[config.mk]
export PLATFORM = sky130hd
export DESIGN_NAME = alu_muldiv
export DESIGN_NICKNAME = d
export VERILOG_FILES = /design/src/rtl/alu_muldiv.sv
export SDC_FILE = /design/constraint.sdc
export NUM_CORES = 1
export LEC_CHECK = 0
export ABC_AREA = 1
export CELL_PAD_IN_SITES_DETAIL_PLACEMENT = 1
export CELL_PAD_IN_SITES_GLOBAL_PLACEMENT = 2
export CORE_MARGIN = 2
export CORE_UTILIZATION = 31
export CTS_BUF_LIST = sky130_fd_sc_hd__clkbuf_4 sky130_fd_sc_hd__clkbuf_8
export CTS_CLUSTER_DIAMETER = 80
export CTS_CLUSTER_SIZE = 24
export DETAILED_ROUTE_END_ITERATION = 6
export PLACE_DENSITY = 0.82
export REMOVE_ABC_BUFFERS = 1
export SETUP_SLACK_MARGIN = 0.15
export SYNTH_ARGS = -nofsm -noshare
export SYNTH_HDL_FRONTEND = slang
export SYNTH_SLANG_ARGS = --single-unit
export TNS_END_PERCENT = 1
[constraint.sdc]
create_clock -name clk -period 3.4 [get_ports clk]
set_input_delay 0.68 -clock clk [delete_from_list [all_inputs] [get_ports clk]]
set_output_delay 0.68 -clock clk [all_outputs]
set_load 0.02 [all_outputs]
[src/rtl/alu_muldiv.sv]
// Radix-2 RV32M multiply/divide unit: shift-add multiply and restoring divide on a
// shared 2*XLEN accumulator, with valid/ready handshakes on both sides.
module alu_muldiv #(
    parameter int XLEN = 32
) (
    input  logic            clk,
    input  logic            rst_n,
    input  logic            flush,
    input  logic            in_valid,
    output logic            in_ready,
    input  logic [3:0]      aluOp,
    input  logic [2:0]      funct3,
    input  logic [XLEN-1:0] src1,
    input  logic [XLEN-1:0] src2,
    output logic            out_valid,
    input  logic            out_ready,
    output logic [XLEN-1:0] result
);

    localparam int CW = $clog2(XLEN) + 1;

    localparam logic [3:0]      OP_MU    = 4'b1001;
    localparam logic [3:0]      OP_DIV   = 4'b1010;
    localparam logic [3:0]      OP_REM   = 4'b1011;
    localparam logic [XLEN-1:0] X_ZERO   = {XLEN{1'b0}};
    localparam logic [XLEN-1:0] X_ONES   = {XLEN{1'b1}};
    localparam logic [XLEN-1:0] X_MIN    = {1'b1, {(XLEN-1){1'b0}}};
    localparam logic [XLEN-1:0] X_ONE    = {{(XLEN-1){1'b0}}, 1'b1};
    localparam logic [2*XLEN-1:0] W_ONE  = {{(2*XLEN-1){1'b0}}, 1'b1};
    localparam logic [CW-1:0]   CNT_ONE  = {{(CW-1){1'b0}}, 1'b1};
    localparam logic [CW-1:0]   CNT_ZERO = {CW{1'b0}};
    localparam logic [CW-1:0]   CNT_LOAD = CW'(XLEN);

    typedef enum logic [1:0] {
        IDLE = 2'd0,
        CALC = 2'd1,
        DONE = 2'd2
    } state_t;

    function automatic logic [XLEN-1:0] neg_x(input logic [XLEN-1:0] v, input logic n);
        return n ? (~v + X_ONE) : v;
    endfunction

    function automatic logic [2*XLEN-1:0] neg_2x(input logic [2*XLEN-1:0] v, input logic n);
        return n ? (~v + W_ONE) : v;
    endfunction

    state_t              state_q,     state_d;
    logic [CW-1:0]       cnt_q,       cnt_d;
    logic [2*XLEN-1:0]   acc_q,       acc_d;
    logic [XLEN-1:0]     op_q,        op_d;
    logic                is_div_q,    is_div_d;
    logic                sel_hi_q,    sel_hi_d;
    logic                neg_lo_q,    neg_lo_d;
    logic                neg_rem_q,   neg_rem_d;
    logic [XLEN-1:0]     result_q,    result_d;
    logic                out_valid_q, out_valid_d;
    logic                in_ready_q,  in_ready_d;

    logic [XLEN:0]       mul_sum_s;
    logic [2*XLEN-1:0]   mul_step_s;
    logic [XLEN:0]       div_up_s;
    logic                div_ge_s;
    logic [XLEN-1:0]     div_sub_s;
    logic [2*XLEN-1:0]   div_step_s;
    logic [2*XLEN-1:0]   prod_s;
    logic [XLEN-1:0]     quo_s;
    logic [XLEN-1:0]     rem_s;
    logic [XLEN-1:0]     fin_s;
    logic                op_ok_s;
    logic                accept_s;
    logic                is_div_s;
    logic                sign_a_s;
    logic                sign_b_s;
    logic                neg_a_s;
    logic                neg_b_s;
    logic [XLEN-1:0]     mag_a_s;
    logic [XLEN-1:0]     mag_b_s;
    logic                div0_s;
    logic                ovf_s;

    assign in_ready  = in_ready_q;
    assign out_valid = out_valid_q;
    assign result    = result_q;

    // Iteration datapaths, sign fixup and accept-time operand decode.
    always_comb begin
        mul_sum_s  = {1'b0, acc_q[2*XLEN-1:XLEN]} + (acc_q[0] ? {1'b0, op_q} : {(XLEN+1){1'b0}});
        mul_step_s = {mul_sum_s, acc_q[XLEN-1:1]};

        // Partial remainder never exceeds 2*divisor, so an XLEN-bit subtract suffices once ge holds.
        div_up_s   = acc_q[2*XLEN-1:XLEN-1];
        div_ge_s   = (div_up_s >= {1'b0, op_q});
        div_sub_s  = div_up_s[XLEN-1:0] - op_q;
        div_step_s = {(div_ge_s ? div_sub_s : div_up_s[XLEN-1:0]), acc_q[XLEN-2:0], div_ge_s};

        prod_s = neg_2x(acc_q, neg_lo_q);
        quo_s  = neg_x(acc_q[XLEN-1:0], neg_lo_q);
        rem_s  = neg_x(acc_q[2*XLEN-1:XLEN], neg_rem_q);
        if (is_div_q) begin
            fin_s = sel_hi_q ? rem_s : quo_s;
        end else begin
            fin_s = sel_hi_q ? prod_s[2*XLEN-1:XLEN] : prod_s[XLEN-1:0];
        end

        op_ok_s  = (aluOp == OP_MU) || (aluOp == OP_DIV) || (aluOp == OP_REM);
        accept_s = in_valid && in_ready_q && op_ok_s && !flush;
        is_div_s = (aluOp != OP_MU);
        sign_a_s = (funct3 == 3'b001) || (funct3 == 3'b010) || (funct3 == 3'b100) || (funct3 == 3'b110);
        sign_b_s = (funct3 == 3'b001) || (funct3 == 3'b100) || (funct3 == 3'b110);
        neg_a_s  = sign_a_s && src1[XLEN-1];
        neg_b_s  = sign_b_s && src2[XLEN-1];
        mag_a_s  = neg_x(src1, neg_a_s);
        mag_b_s  = neg_x(src2, neg_b_s);
        div0_s   = is_div_s && (src2 == X_ZERO);
        ovf_s    = is_div_s && sign_a_s && sign_b_s && (src1 == X_MIN) && (src2 == X_ONES);
    end

    // Next-state logic for the IDLE/CALC/DONE sequencer and its registered outputs.
    always_comb begin
        state_d   = state_q;
        cnt_d     = cnt_q;
        acc_d     = acc_q;
        op_d      = op_q;
        is_div_d  = is_div_q;
        sel_hi_d  = sel_hi_q;
        neg_lo_d  = neg_lo_q;
        neg_rem_d = neg_rem_q;
        result_d  = result_q;

        if (flush) begin
            state_d = IDLE;
        end else begin
            case (state_q)
                IDLE: begin
                    if (accept_s) begin
                        state_d   = CALC;
                        is_div_d  = is_div_s;
                        sel_hi_d  = is_div_s ? funct3[1] : (funct3 != 3'b000);
                        neg_lo_d  = neg_a_s ^ neg_b_s;
                        neg_rem_d = neg_a_s;
                        // Special cases preload the final {rem, quo} and skip the iterations.
                        if (div0_s) begin
                            cnt_d     = CNT_ZERO;
                            acc_d     = {src1, X_ONES};
                            neg_lo_d  = 1'b0;
                            neg_rem_d = 1'b0;
                        end else if (ovf_s) begin
                            cnt_d     = CNT_ZERO;
                            acc_d     = {X_ZERO, src1};
                            neg_lo_d  = 1'b0;
                            neg_rem_d = 1'b0;
                        end else if (is_div_s) begin
                            cnt_d = CNT_LOAD;
                            acc_d = {X_ZERO, mag_a_s};
                            op_d  = mag_b_s;
                        end else begin
                            cnt_d = CNT_LOAD;
                            acc_d = {X_ZERO, mag_b_s};
                            op_d  = mag_a_s;
                        end
                    end else begin
                        state_d = IDLE;
                    end
                end
                CALC: begin
                    if (cnt_q != CNT_ZERO) begin
                        cnt_d = cnt_q - CNT_ONE;
                        acc_d = is_div_q ? div_step_s : mul_step_s;
                    end else begin
                        result_d = fin_s;
                        state_d  = DONE;
                    end
                end
                DONE: begin
                    if (out_ready) begin
                        state_d = IDLE;
                    end else begin
                        state_d = DONE;
                    end
                end
                default: begin
                    state_d = IDLE;
                end
            endcase
        end

        out_valid_d = (state_d == DONE);
        in_ready_d  = (state_d == IDLE);
    end

    // State and output registers.
    always_ff @(posedge clk or negedge rst_n) begin
        if (!rst_n) begin
            state_q     <= IDLE;
            cnt_q       <= CNT_ZERO;
            acc_q       <= {(2*XLEN){1'b0}};
            op_q        <= X_ZERO;
            is_div_q    <= 1'b0;
            sel_hi_q    <= 1'b0;
            neg_lo_q    <= 1'b0;
            neg_rem_q   <= 1'b0;
            result_q    <= X_ZERO;
            out_valid_q <= 1'b0;
            in_ready_q  <= 1'b1;
        end else begin
            state_q     <= state_d;
            cnt_q       <= cnt_d;
            acc_q       <= acc_d;
            op_q        <= op_d;
            is_div_q    <= is_div_d;
            sel_hi_q    <= sel_hi_d;
            neg_lo_q    <= neg_lo_d;
            neg_rem_q   <= neg_rem_d;
            result_q    <= result_d;
            out_valid_q <= out_valid_d;
            in_ready_q  <= in_ready_d;
        end
    end

endmodule

### After elaboration in Yosys (flattened, before gate mapping)

Cells that the tools add are included.

* add/subtract/negate cells: 8
* magnitude comparators: 1
* eq/ne operators: 15
* multiplexer cells: 33
* bitwise logic cells: 10
* reductions and logical operators: 28

Operators by type and width (count)
* 32-bit two-way mux: 12
* 64-bit two-way mux: 5
* 32-bit by 1-bit adder with 32-bit output, second input constant: 4
* 32-bit NOT: 4
* 64-bit case mux with 2 select lines: 1
* 64-bit by 1-bit adder with 64-bit output, second input constant: 1
* 32-bit == test, second input constant: 2
* 64-bit NOT: 1
* 32-bit by 32-bit adder with 33-bit output: 1
* 33-bit by 32-bit >= comparator with 1-bit output: 1
* 32-bit zero test: 1
* 32-bit subtractor: 1
* 6-bit two-way mux: 4
* 4-bit == test, second input constant: 3
* 6-bit case mux with 2 select lines: 1
* 1-bit logical AND: 10
* 1-bit logical OR: 7
* 3-bit == test, second input constant: 2
* 1-bit two-way mux: 6
* 2-bit two-way mux: 3
* 2-bit case mux with 3 select lines: 1
* 3-bit AND reduction: 2
* 6-bit nonzero test: 1
* 6-bit by 1-bit subtractor with 6-bit output, second input constant: 1
* 14 further kinds: 20

* bits in registers: 142
* output and inout bits: 34
* logic and storage cells: 106

### Logic depth before layout (Yosys ltp)

* depth in word-level cells: 12
* mapped depth: 20

### Worst setup path after synthesis

No wires, ideal clock.

* path kind: reg2reg
* start: reg acc_q[0]
* end: reg acc_q[47]
* data arrival time: 2.236 ns
* data required time: 3.277 ns
* path slack: 1.041 ns
* stages on the path, launching flop included: 17
* buffers on the path: 1
* cell sequence: dfrtp_1 buf_6 nand2_1 inv_1 ha_1 fa_1 nand3_1 nand3_1 nand2_1 nand2_1 nand2_1 o211ai_1 or2_2 nand3_1 o21ai_0 o21ai_0 nand2_1

* longest elaborated chain between the ends: 5

Ends and longest elaborated chain
* start, declared: RTL line 50 `logic [2*XLEN-1:0] acc_q, acc_d;`
* start signal, assigned: RTL line 197 `acc_q <= {(2*XLEN){1'b0}};`
* 32-bit two-way mux: RTL line 88 `mul_sum_s = {1'b0, acc_q[2*XLEN-1:XLEN]} + (acc_q[0] ? {1'b0, op_q} : {(XLEN+1){1'b0}});`
* 32-bit by 32-bit adder with 33-bit output: RTL line 88
* 64-bit two-way mux: RTL line 169 `acc_d = is_div_q ? div_step_s : mul_step_s;`
* 64-bit two-way mux: RTL line 167 `if (cnt_q != CNT_ZERO) begin`
* 64-bit case mux with 2 select lines: RTL line 134 `case (state_q)`

Every way passes these cells. The select of a mux whose other input is x is not followed.
A chain may end at the register's enable or synchronous reset.

### Final worst setup path

* start: reg acc_q[0]
* end: reg acc_q[43]

The elaborated chain is that of the path after synthesis.

==> results.yml <==
status:
  status: "finished clean"
critical_path:
  cp_data_required_time_ns: 3.85
  endpoint_kind: "flip-flop"
  path_class: "reg -> reg"
  arrival_ns: 3.47
  worstPathMaxFanout: 32
  cp-start-kind: "flip-flop"
place:
  port_buffers: 109
  gp_congestion: 0.979
  dp_slack_ns: 0.156
  dp_hpwl_um: 80600
  place_area_um2: 21600
clock_network:
  cts_sinks: 142
  cts_setup_buffers: 0
  cts_root_buffer: "clkbuf_8"
  clk_path_buf_depth: 2
  cts.clk_slew.worst_paths_ns: 0.11
  hold_buffers: 0
  numCtsBuffers: 17
  post_cts_resized: 0
  insertion_delay_ns: 0.57
  cts_tree: "done"
  cts_max_level: 4
timing:
  finalCritPeriodShare: 0.889
  max-slew-margin-rel: 0.387
  period_minus_slack_ns: 3.02
  drv_slew: 0
  rsz0062_at_grt: "no"
  max_freq_ghz: 0.331
  final.setup_skew_ns: 0.0232
  tightest_slew_ns: 0.920
  finalSetupViolCount: 0
  fin_ws_ns: 0.379
  setup_tns_ns: 0
  hold_violations: 0
synthesis:
  synth.area.top_cells: "nand2_1 22%, dfrtp_1 19%, inv_1 8.4%"
  syn_avg_cell_area_um2: 5.57
  ys_seq_elements: 142
  yosys-top-cells-count: "1,123 x nand2_1, 419 x inv_1, 395 x nor2_1, 293 x nand3_1, 234 x a21oi_1"
  synth_edf_count: 0
  synthArstFlopShare: 1.00
  yosysTopAreaCell: "nand2_1"
  ys_seq_area_frac: 0.190
  synth.most_common_cell: "nand2_1"
  synth_top_flop_cell: "dfrtp_1"
  netlist_instances: 3365
  netlist_area_um2: 18700
  netlist.area_leader.share: 0.225
  ys_warn_count: 0
  synth_cell_types: 58
route:
  dr_wl_met2_um: 42600
  drc: 0
  via_count: 23500
  wl_met1_um: 45000
  dr.pass1.iters: 6
  routed_wl_um: 97900
  wl_per_cell_um: 22.6
  viasPerCell: 5.43
  drt_iter0_markers: 1834
  ant_nets: 0
  met3_length_um: 5570
  top_layer_used: "met4"
layout:
  layout-area-overhead-vs-synth_pct: 17.3
  finalInstanceArea_um2: 22000
  num-nets-final: 3681
  nFillCells: 8288
  fin_util: 0.366
  regArea_um2: 3560
  layout-drive-gt1-share: 0.0840
  multi_input_area_um2: 13000
die:
  die-width_um: 250
  die_h_um: 250
  initial_utilization: 0.312
  io-pin-count: 110
  core_um2: 60000
  rows: 90
  die_area_um2: 62500
global_route:
  grt_max_degree: 143
  grt.overflow.total: 0
  grt_pass1_vias: 23100
  grt_pass1_wl_um: 146000
  antenna_found_initial: 2
  grt_usage: 0.312
power_and_ir_drop:
  power_density_nw_per_um2: 560
  leakage_nw: 11.1
  peakVddDrop_uv: 290
  total_power_mw: 12.3
min_path:
  hold_path_class: "in -> async"
run:
  drv_cap: 0
==> per-layer routing <==
metal  global-route usage  vias to the layer above
met5                    0                        -
met1                0.433                    11400
met4                0.135                        0
met2                0.488                      793
li1                     -                    11100
met3               0.0319                      140
==> state kept, by name, summed over array words and instances (netlist names) <==
| signal | flops |
|---|---|
| acc_q | 64 |
| cnt_q | 6 |
| in_ready | 1 |
| is_div_q | 1 |
| neg_lo_q | 1 |
| neg_rem_q | 1 |
| op_q | 32 |
| out_valid | 1 |
| result | 32 |
| sel_hi_q | 1 |
| state_q | 2 |
==> cells by family after synthesis <==
| logic type | share of synthesized area |
|---|---|
| buffers and inverters | 0.118 |
| DFF | 0.190 |
| and+or+nand+nor | 0.460 |
| xor gates and xnor gates | 0.0318 |
| adders and majority gates | 0.0488 |
| AOI/OAI and AO/OA | 0.152 |
==> placed cells by master (no fill, tap or decap), drive strengths merged, types with 3 or more instances in the layout <==
| cell type | count |
|---|---|
| nand2 | 1131 |
| inv | 442 |
| nor2 | 421 |
| nand3 | 301 |
| a21oi | 235 |
| o21ai | 199 |
| buf | 157 |
| dfrtp | 141 |
| clkdlybuf4s50 | 108 |
| nand4 | 83 |
| ha | 70 |
| xor2 | 59 |
| nor3 | 52 |
| nand3b | 19 |
| clkbuf | 19 |
| o22ai | 17 |
| o211ai | 12 |
| a22oi | 9 |
| xnor2 | 9 |
| o21bai | 9 |
| clkinv | 9 |
| nor4 | 8 |
| a31oi | 6 |
| or2 | 5 |
| a21o | 4 |
| diode | 3 |
| o31ai | 3 |
| and3 | 3 |
| o21a | 3 |
==> path summary, 6_finish.rpt <==
kind                                  from          to  slack (ns)  cells past startpoint
worst min-delay path                 rst_n   result[2]        0.18                      2
max in group asynchronous            rst_n    neg_lo_q        2.45                      2
worst max register to register    acc_q[0]   acc_q[43]        0.38                     16
min in group clk                result[22]  result[22]        0.49                      2
worst min register to register  result[22]  result[22]        0.49                      2
worst max-delay path              acc_q[0]   acc_q[43]        0.38                     16
==> layout make-up <==
class | instances | share of cell area
Clock inverter | 13 | 0.00546
Timing Repair Buffer | 265 | 0.110
Tap cell | 782 | 0.0445
Inverter | 439 | 0.0755
Clock buffer | 19 | 0.0119
Multi-Input combinational cell | 2668 | 0.591
Sequential cell | 142 | 0.162
Antenna cell | 3 | 0.000341
==> through the flow <==
step | hold slack, ns | instances
after CTS | 0.243 | 4328
after detailed placement | 0.467 | 4296
after floorplan | 0.384 | 3249
final | 0.182 | 4331
after global routing | 0.248 | 4329
after global placement | 0.465 | 4296
==> power breakdown <==
part	switching, mW	internal (mW)
sequential	0.478	2.18
combinational	5.63	2.57
clock	0.875	0.572
==> worst max-delay path: stages, from the launching register on <==
cell and delay (ns):
dfrtp_1 0.43, buf_12 0.18, nand2_1 0.07, inv_1 0.04
ha_1 0.22, fa_1 0.47, nand3_1 0.12, nand3_1 0.12
nand2_1 0.09, nand2_1 0.15, nand2_1 0.10, nand2_1 0.17
o21ai_0 0.21, nand2_1 0.13, nand3b_1 0.26, nand2_1 0.08
nand2_1 0.04
(Power assumes the default switching activity.)
